[src/rtl/ram_rr_arbiter.sv]
// Two-requester round-robin arbiter and sequencer in front of a single-port
// synchronous RAM. After reset, and whenever clr is pulsed while
// arbitrating, it zero-fills the whole RAM.
module ram_rr_arbiter #(
  parameter int unsigned ADDR_WIDTH = 10,
  parameter int unsigned DATA_WIDTH = 4
) (
  input  logic                  clk,
  input  logic                  reset,
  input  logic                  clr,
  output logic                  busy,
  input  logic                  req0,
  input  logic                  we0,
  input  logic [ADDR_WIDTH-1:0] addr0,
  input  logic [DATA_WIDTH-1:0] din0,
  output logic                  gnt0,
  output logic                  rvalid0,
  input  logic                  req1,
  input  logic                  we1,
  input  logic [ADDR_WIDTH-1:0] addr1,
  input  logic [DATA_WIDTH-1:0] din1,
  output logic                  gnt1,
  output logic                  rvalid1,
  output logic [DATA_WIDTH-1:0] rdata,
  output logic                  ram_we,
  output logic [ADDR_WIDTH-1:0] ram_addr,
  output logic [DATA_WIDTH-1:0] ram_din,
  input  logic [DATA_WIDTH-1:0] ram_dout
);

  typedef enum logic {
    ST_INIT = 1'b0,
    ST_ARB  = 1'b1
  } state_t;

  state_t                r_state;
  logic [ADDR_WIDTH-1:0] r_cnt;
  logic                  r_prio;
  logic [1:0]            r_rd_pend;
  logic [ADDR_WIDTH-1:0] r_addr_hold;
  logic [DATA_WIDTH-1:0] r_din_hold;

  logic                  w_arb;
  logic                  w_gnt0;
  logic                  w_gnt1;

  // Grant decision: only in ARB, never while reset or clr is high.
  always_comb begin
    w_arb  = (r_state == ST_ARB) && !reset && !clr;
    w_gnt0 = w_arb && req0 && (!req1 || !r_prio);
    w_gnt1 = w_arb && req1 && (!req0 ||  r_prio);
  end

  assign gnt0    = w_gnt0;
  assign gnt1    = w_gnt1;
  assign busy    = (r_state == ST_INIT);
  // Pending read returns are suppressed while reset is high; the next
  // reset edge clears them anyway.
  assign rvalid0 = r_rd_pend[0] && !reset;
  assign rvalid1 = r_rd_pend[1] && !reset;
  assign rdata   = ram_dout;

  // RAM port mux: sweep, granted requester, or idle with held address/data.
  always_comb begin
    ram_we   = 1'b0;
    ram_addr = r_addr_hold;
    ram_din  = r_din_hold;
    if (reset) begin
      ram_we = 1'b0;
    end else if (r_state == ST_INIT) begin
      ram_we   = 1'b1;
      ram_addr = r_cnt;
      ram_din  = '0;
    end else if (w_gnt0) begin
      ram_we   = we0;
      ram_addr = addr0;
      ram_din  = din0;
    end else if (w_gnt1) begin
      ram_we   = we1;
      ram_addr = addr1;
      ram_din  = din1;
    end
  end

  // Remember the last driven address/data so idle cycles hold them.
  always_ff @(posedge clk) begin
    if (reset) begin
      r_addr_hold <= '0;
      r_din_hold  <= '0;
    end else begin
      r_addr_hold <= ram_addr;
      r_din_hold  <= ram_din;
    end
  end

  // Sequencer state, sweep counter, round-robin pointer and read pipeline.
  always_ff @(posedge clk) begin
    if (reset) begin
      r_state   <= ST_INIT;
      r_cnt     <= '0;
      r_prio    <= 1'b0;
      r_rd_pend <= '0;
    end else begin
      r_rd_pend <= {w_gnt1 && !we1, w_gnt0 && !we0};
      case (r_state)
        ST_INIT: begin
          r_cnt <= r_cnt + 1'b1;
          if (r_cnt == '1) begin
            r_state <= ST_ARB;
          end
        end
        ST_ARB: begin
          if (clr) begin
            r_state <= ST_INIT;
            r_cnt   <= '0;
          end else if (w_gnt0) begin
            r_prio <= 1'b1;
          end else if (w_gnt1) begin
            r_prio <= 1'b0;
          end
        end
        default: begin
          r_state <= ST_INIT;
          r_cnt   <= '0;
        end
      endcase
    end
  end

endmodule

[config.mk]
export PLATFORM = sky130hd
export DESIGN_NAME = ram_rr_arbiter
export DESIGN_NICKNAME = d
export VERILOG_FILES = /design/src/rtl/ram_rr_arbiter.sv
export SDC_FILE = /design/constraint.sdc
export NUM_CORES = 1
export LEC_CHECK = 0
export ABC_CLOCK_PERIOD_IN_PS = 7000
export BUFFER_PORTS_ARGS = -buffer_cell sky130_fd_sc_hd__buf_2
export CORE_AREA = 2 2 72 74
export DETAILED_ROUTE_END_ITERATION = 10
export DIE_AREA = 0 0 74 76
export PLACE_DENSITY = 0.71
export RECOVER_POWER = 100
export SYNTH_ARGS = -nofsm -noshare
export SYNTH_HDL_FRONTEND = slang
export SYNTH_SLANG_ARGS = --single-unit
[constraint.sdc]
create_clock -name clk -period 7 [get_ports clk]
set_input_delay 1.75 -clock clk [delete_from_list [all_inputs] [get_ports clk]]
set_output_delay 1.75 -clock clk [all_outputs]
set_load 0.01 [all_outputs]
After elaboration in Yosys (flattened, before gate mapping)
Cells that the tools add are included.
Widths: inputs -> output; s select.
{ "op_classes": {"add_sub_neg": 1, "multipliers": 0, "n_div": 0, "n_lt_le_gt_ge": 0, "eq_ne": 2, "shifts": 0, "mux": 19, "n_bitwise": 2, "n_reduce_logical": 21} }
{ "op_table": {"columns": ["cell", "n"], "rows": [
  ["$mux 10", 5],
  ["$pmux 10 s2", 1],
  ["$mux 4", 4],
  ["$add 10x1->10 const B", 1],
  ["$eq 10x10->1 const B", 1],
  ["$logic_and 1x1->1", 10],
  ["$mux 1", 8],
  ["$logic_not 1->1", 7],
  ["$reduce_and 3->1", 1],
  ["$logic_or 1x1->1", 2],
  ["$ne 2x2->1 const B", 1],
  ["$not 1->1", 2],
  ["$pmux 1 s2", 1],
  ["$reduce_bool 2->1", 1]
]} }
{ "totals": {"ff_bits": 28, "latch_bits": 0, "ram_bits": 0, "mem_bits_ro": 0, "in_bits": 39, "word_cells": 51, "mem_count": 0} }

Logic depth before layout (Yosys ltp)
Gate-level depths: netlist of the first run.
{ "depth": {"word_depth": 9, "mapped_depth": 9, "depth_no_buf": 5} }

Worst setup path after synthesis of the first run
Ideal clock, no wire load.
{ "synth_path": {"path_kind": "input to output", "startpoint": "input reset", "endpoint": "output ram_addr[1]", "t_arrival_ps": 3212, "required_time_ps": 5250, "slack_ps": 2038, "path_stages": 8, "path_cell_list": "or3b_1 -> buf_6 -> or2_1 -> buf_6 -> clkinv_4 -> buf_12 -> a221oi_2 -> o31ai_1"} }
{ "synth_via": {"elab_cells_between_ends": 11, "cone_classes": "mux: 4; reduce/logical: 7"} }
{ "synth_rtl": {"columns": ["item", "line", "text"], "rows": [
  ["from (decl)", "9", "input logic reset,"],
  ["$logic_not 1->1", "49", "w_arb = (r_state == ST_ARB) && !reset && !clr;"],
  ["$logic_and 1x1->1 (2 in series)", "49", null],
  ["$logic_and 1x1->1 (2 in series)", "50", "w_gnt0 = w_arb && req0 && (!req1 || !r_prio);"],
  ["net gnt0", "16", "output logic gnt0,"],
  ["$mux 10", "74", "end else if (w_gnt0) begin"],
  ["$mux 10", "70", "end else if (r_state == ST_INIT) begin"],
  ["$mux 10", "68", "if (reset) begin"],
  ["to (decl)", "26", "output logic [ADDR_WIDTH-1:0] ram_addr,"]
]} }
The timed path passes the listed nets, and every way through them passes these cells.

Worst setup path after layout of the first run
{ "layout_path": {"startpoint": "input reset", "endpoint": "output ram_addr[9]"} }
{ "layout_via": {"elab_chain_cells": 9, "elab_cells_between_ends": 11, "cone_classes": "mux: 4; reduce/logical: 7"} }
{ "layout_lines": {"columns": ["item", "line", "text"], "rows": [
  ["$logic_not 1->1", "49", null],
  ["$logic_and 1x1->1 (2 in series)", "49", null],
  ["$logic_and 1x1->1 (2 in series)", "51", "w_gnt1 = w_arb && req1 && (!req0 || r_prio);"],
  ["$mux 10", "78", "end else if (w_gnt1) begin"],
  ["$mux 10", "74", null],
  ["$mux 10", "70", null],
  ["$mux 10 *", "68", null]
]} }
Every way passes the cells marked *; elsewhere a longest branch is shown, timed or not.

==> qor.csv, run 1 <==
metric;value;unit
final_common_cell;buf_2;
cts_resized;0;
synth-seq-area-share;31.5;%
dieArea;5620;um2
cts_tree;done;
ys.flop_type;dfxtp_1;
cts_buffer_depth;2;
vias_per_cell;5.70;
power_density;149;nW/um2
slew_viol_final;0;
portBuffers;54;
grtUsageTotal;16.4;%
startpoint;reset;
finalNonFillerCells;322;
drive_above_1_share;17.1;%
worstPathArrival;4500;ps
die_x;74;um
yosys_warnings;0;
drtIter0Drc;188;
worstSetupStartpointType;input port;
cts.sinks;28;
fin_crit;6250;ps
relSlewSlack;24.4;%
fmax;160;MHz
setup_slack;748;ps
clock_latency;270;ps
skew;8.83;ps
rsz0062_at_grt;no;
synth_top_cell_area_share;31.5;%
postRouteWirelength;4830;um
yosys.area.top_type;dfxtp_1;
wl_per_cell;15.0;um
crit_type;input port to output port;
antenna_found_initial;0;
post-cts-setup-buffer-count;0;
final_cell_mix;buf_2, dfxtp_1, o31ai_1;
p_seq_share;55.7;%
critPathRequiredTime;5250;ps
synth.net_count;256;
final-setup-viol-count;0;
grt_first_pass_wirelength;7510;um
synth.distinct_cells;38;
syn_area;1780;um2
cts_max_level;1;
ctsHoldBuffers;0;
path_clk_slew;100;ps
total_leakage_power;0.735;nW
comb_power_share;10.4;%
endpoint_kind;output port;
synthCells;216;
fin_setup_tns;0;ps
status;completed;
antenna_left;0;
intPower;0.226;mW
worst_hold_path_type;flop to flop;
maxCapViolCount;0;
firstDrtPassIters;4;
grt_max_degree;34;
hold_slack;508;ps
r2r-end;r_addr_hold[9];
rows;26;
drc;0;
grt_overflow_total;0;
gp_congestion;0.807;
tightest_slew;1130;ps
io_pins;63;
hold_viol;0;
vias;1835;
hold_depth;2;
initial_core_util;36.2;%
worst_r2r_path_depth;5;
hold_path.startpoint;r_prio;
synth_area_leaders;dfxtp_1, o31ai_1, a221oi_2;
area_growth;11.3;%
crit_fanout;33;
r2r-start;r_state;
finalCritPeriodShare;89.3;%
switchingPower;0.0701;mW
async_flop_share;0;%
rrSetupSlack;4260;ps
clkPwrFrac;33.9;%
dp_hpwl;3460;um
ir_drop;72.3;uV
dp_slack;1080;ps
fp.coreArea;4910;um2
placed_cells;318;
synth-edff-count;0;
power_switching_share;23.7;%
cts_buffers;3;
synth-seq-cells;28;
fp.dieH;76;um
nets;293;
grt_pass1_vias;1673;
cts_root_buf;clkbuf_8;
holdPathEnd;r_prio;
diodes;0;
syn_avg_cell_area;8.23;um2
## state kept, by name, summed over array words and instances (netlist names)
| register | count |
|---|---|
| r_addr_hold | 10 |
| r_cnt | 10 |
| r_din_hold | 4 |
| r_rd_pend | 2 |
| r_prio | 1 |
| r_state | 1 |
## power by group through the flow
stage / registers (mW) / clock network, mW / logic [mW]
2_1_floorplan: 0.167 / 0 / 0.0191
3_3_place_gp: 0.168 / 0 / 0.0314
3_5_place_dp: 0.168 / 0 / 0.0317
4_1_cts: 0.165 / 0.102 / 0.0318
5_1_grt: 0.165 / 0.109 / 0.0338
6_report: 0.165 / 0.100 / 0.0307
## worst max-delay path, stage by stage
cell	delay, ps
buf_2	480
or3b_1	380
or2_0	910
clkinv_4	280
a221oi_1	390
o31ai_1	140
clkbuf_1	170
## routing by layer
metal | track usage, % | routed length, um | vias up
met5 | 0 | 0 | -
met4 | 4.00 | 38 | 0
met3 | 2.38 | 320 | 4
met2 | 26.3 | 2360 | 59
met1 | 22.9 | 2110 | 875
li1 | - | - | 897
## synthesized netlist by cell type, types with 4 or more instances
| library cell | instances |
|---|---|
| nor2b_1 | 4 |
| o21ai_0 | 10 |
| a221oi_2 | 8 |
| a311oi_1 | 5 |
| nand4_1 | 7 |
| clkbuf_1 | 14 |
| nor3_1 | 5 |
| a21o_1 | 4 |
| a22oi_1 | 10 |
| nor2_1 | 22 |
| nand2_1 | 15 |
| o31ai_1 | 24 |
| a21oi_1 | 9 |
| and3_1 | 11 |
| dfxtp_1 | 28 |
| buf_4 | 6 |
## per-stage QoR
stage / power [mW] / utilization, % / area, um2
after floorplan: 0.186 / - / 1780
after global placement: 0.200 / 40.8 / 2000
after CTS: 0.299 / 41.9 / 2060
final: 0.296 / 40.3 / 1980
after detailed placement: 0.200 / 40.8 / 2000
after global routing: 0.308 / 40.3 / 1980
## worst max-delay path by stage
stage | endpoint | depth (start not counted) | slack [ps]
global placement | ram_addr[9] | 7 | 1160
global route | ram_addr[5] | 7 | 510
CTS | ram_addr[0] | 7 | 1080
floorplan | ram_addr[1] | 8 | 2040
detailed placement | ram_addr[0] | 7 | 1080
finish | ram_addr[9] | 7 | 750
## kinds of logic after synthesis
logic type,Yosys count,synth area share (%)
buf+inv,28,9.43
fa+ha+maj,1,0.704
compound gates,79,35.0
flops,28,31.5
simple gates,80,23.4
## area by class of cell
| class | count | area [um2] |
|---|---|---|
| Fill cell | 536 | 2930 |
| Tap cell | 70 | 87.6 |
| Multi-Input combinational cell | 160 | 995 |
| Inverter | 4 | 20.0 |
| Sequential cell | 28 | 561 |
| Clock buffer | 4 | 55.1 |
| Timing Repair Buffer | 56 | 260 |
Note: power is estimated with default switching activity, not from simulation.
==> run 2, diff against run 1 <==
--- a/config.mk
+++ b/config.mk
@@ -10,6 +10,7 @@
 export CORE_AREA = 2 2 72 74
 export DETAILED_ROUTE_END_ITERATION = 10
 export DIE_AREA = 0 0 74 76
+export GPL_TIMING_DRIVEN = 0
 export PLACE_DENSITY = 0.71
 export RECOVER_POWER = 100
 export SYNTH_ARGS = -nofsm -noshare
==> run 2 against run 1 <==
Compared with the run above: worst setup slack gained 510 ps; power grew 11%; critical path depth grew 3; combinational power grew 15%; cell area grew 7.1%; register-to-register slack gained 310 ps; final cell count grew 8.1%; sequential share of layout area shrank 1.9 points; largest cell class unchanged.
==> qor.csv, run 2 (synthesis gave the netlist of run 1 again) <==
metric;value;unit;change
cts_resized;0;;unchanged
r2r-end;r_addr_hold[3];;
diodes;0;;unchanged
final_area;2120;um2;+7.1%
tightest_slew;716;ps;-418 ps
fp.coreArea;4910;um2;unchanged
grt_first_pass_wirelength;8170;um;+8.7%
cts_max_level;1;;unchanged
final_cell_mix;clkbuf_1, buf_2, dfxtp_1;;
grt_overflow_total;0;;unchanged
setup_slack;1260;ps;+513 ps
area_growth;19.2;%;
grtUsageTotal;18.0;%;+1.7 points
rows;26;;unchanged
vias;1914;;+4.3%
dp_slack;1750;ps;+678 ps
fmax;174;MHz;+8.9%
worstPathArrival;3990;ps;-510 ps
slowest_delay;320;ps;-590 ps
critPathRequiredTime;5250;ps;about the same
hold_path.startpoint;r_prio;;
r2r-start;r_state;;
fp.dieH;76;um;unchanged
worst_r2r_path_depth;9;;+4
crit_top_cell;clkbuf_1;;
io_pins;63;;unchanged
dieArea;5620;um2;unchanged
worst_hold_path_type;flop to flop;;
status;completed;;
fin_crit;5740;ps;-513 ps
worstSetupStartpointType;input port;;
firstDrtPassIters;4;;unchanged
cts.sinks;28;;unchanged
nFillCells;529;;-1.3%
finalCritPeriodShare;82.0;%;-7.3 points
relSlewSlack;52.2;%;+28 points
initial_core_util;36.2;%;unchanged
postRouteWirelength;4970;um;+2.9%
drive_above_1_share;17.3;%;+0.20 points
slowest_stage;a221oi_1;;
maxCapViolCount;0;;unchanged
final_common_cell;clkbuf_1;;
wl_per_cell;14.3;um;-4.8%
drc;0;;unchanged
total_leakage_power;0.790;nW;+7.5%
fin_setup_tns;0;ps;unchanged
slew_viol_final;0;;unchanged
hold_depth;2;;unchanged
post-cts-setup-buffer-count;0;;unchanged
antenna_left;0;;unchanged
path_clk_slew;100;ps;about the same
dpl_cell_area;2160;um2;+7.6%
grt_pass1_vias;1740;;+4.0%
antenna_found_initial;0;;unchanged
crit_type;input port to output port;;
crit_fanout;10;;-70%
hold_viol;0;;unchanged
critPathTopFamily;buffers and inverters;;
clock_latency;280;ps;about the same
power_density;155;nW/um2;+3.6%
crit_chain;clkbuf_1 > or3b_1 > clkbuf_1 > or2_1 > clkbuf_1 > clkinvlp_2 > buf_12 > a221oi_1 > o31ai_1 > clkbuf_1;;
nets;319;;+8.9%
placed_cells;344;;+8.2%
holdPathEnd;r_prio;;
hold_slack;520;ps;+11.5 ps
gp_congestion;0.843;;+4.5%
crit_buf_inv;6;;+3
cts_buffer_depth;2;;unchanged
rsz0062_at_grt;no;;
cts_root_buf;clkbuf_8;;
reg.largest.list;r_addr_hold (10), r_cnt (10), r_din_hold (4);;
vias_per_cell;5.50;;-3.5%
cts_tree;done;;
portBuffers;58;;+7.4%
finalNonFillerCells;348;;+8.1%
endpoint_kind;output port;;
drtIter0Drc;186;;-1.1%
dp_hpwl;3790;um;+9.6%
die_x;74;um;unchanged
cts_buffers;3;;unchanged
final-setup-viol-count;0;;unchanged
rrSetupSlack;4570;ps;+310 ps
grt_max_degree;17;;-50%
ctsHoldBuffers;0;;unchanged
skew;3.07;ps;-5.76 ps
ir_drop;89.4;uV;+24%
[run 2: cell count changes in the layout (fill, tap and decap cells not counted), sizes merged]
cell / change
buf: +4
clkinvlp: +1
clkbuf: +21
bufinv: +1
clkinv: -1
[run 2: worst max-delay path by stage]
| stage | from | end | slack, ps | cells after the start |
|---|---|---|---|---|
| final | clr | ram_addr[3] | 1260 | 10 |
| after global routing | clr | ram_addr[3] | 970 | 10 |
| after CTS | reset | ram_addr[5] | 1750 | 9 |
| after detailed placement | reset | ram_addr[5] | 1750 | 9 |
| after global placement | reset | ram_addr[5] | 1750 | 9 |
| after floorplan | reset | ram_addr[1] | 2040 | 8 |
[run 2: report_power, final]
group          switching (mW)  internal, mW  total [mW]
sequential            0.00235         0.162       0.164
combinational          0.0195        0.0158      0.0352
clock                  0.0524        0.0766       0.129
[run 2: worst register-to-register path: cells and delay by family (launching register included)]
| kind | cells | cell delay (ps) |
|---|---|---|
| compound gates | 2 | 440 |
| buf+inv | 5 | 1250 |
| flops | 1 | 310 |
| simple gates | 2 | 310 |
[run 2: per-stage QoR]
stage               power [mW]  util (%)
global placement         0.204      43.9
CTS                      0.333      45.3
detailed placement       0.204      43.9
finish                   0.328      43.1
global route             0.343      43.1
floorplan                0.186         -
[run 2: cell type report]
type / instances / area (um2) / share of cell area [%]
clock inverter: 1 / 30.0 / 1.42
clock buffer: 3 / 41.3 / 1.95
timing repair buffer: 58 / 260 / 12.3
sequential: 28 / 561 / 26.4
buffer: 24 / 129 / 6.08
inverter: 4 / 16.3 / 0.767
multi-input combinational: 160 / 995 / 46.9
tap: 70 / 87.6 / 4.13
[run 2: layer usage]
| layer | routed length, um | track usage [%] |
|---|---|---|
| met1 | 2180 | 24.1 |
| met4 | 84 | 7.09 |
| met3 | 253 | 2.51 |
| met2 | 2440 | 28.7 |
| met5 | 0 | 0 |
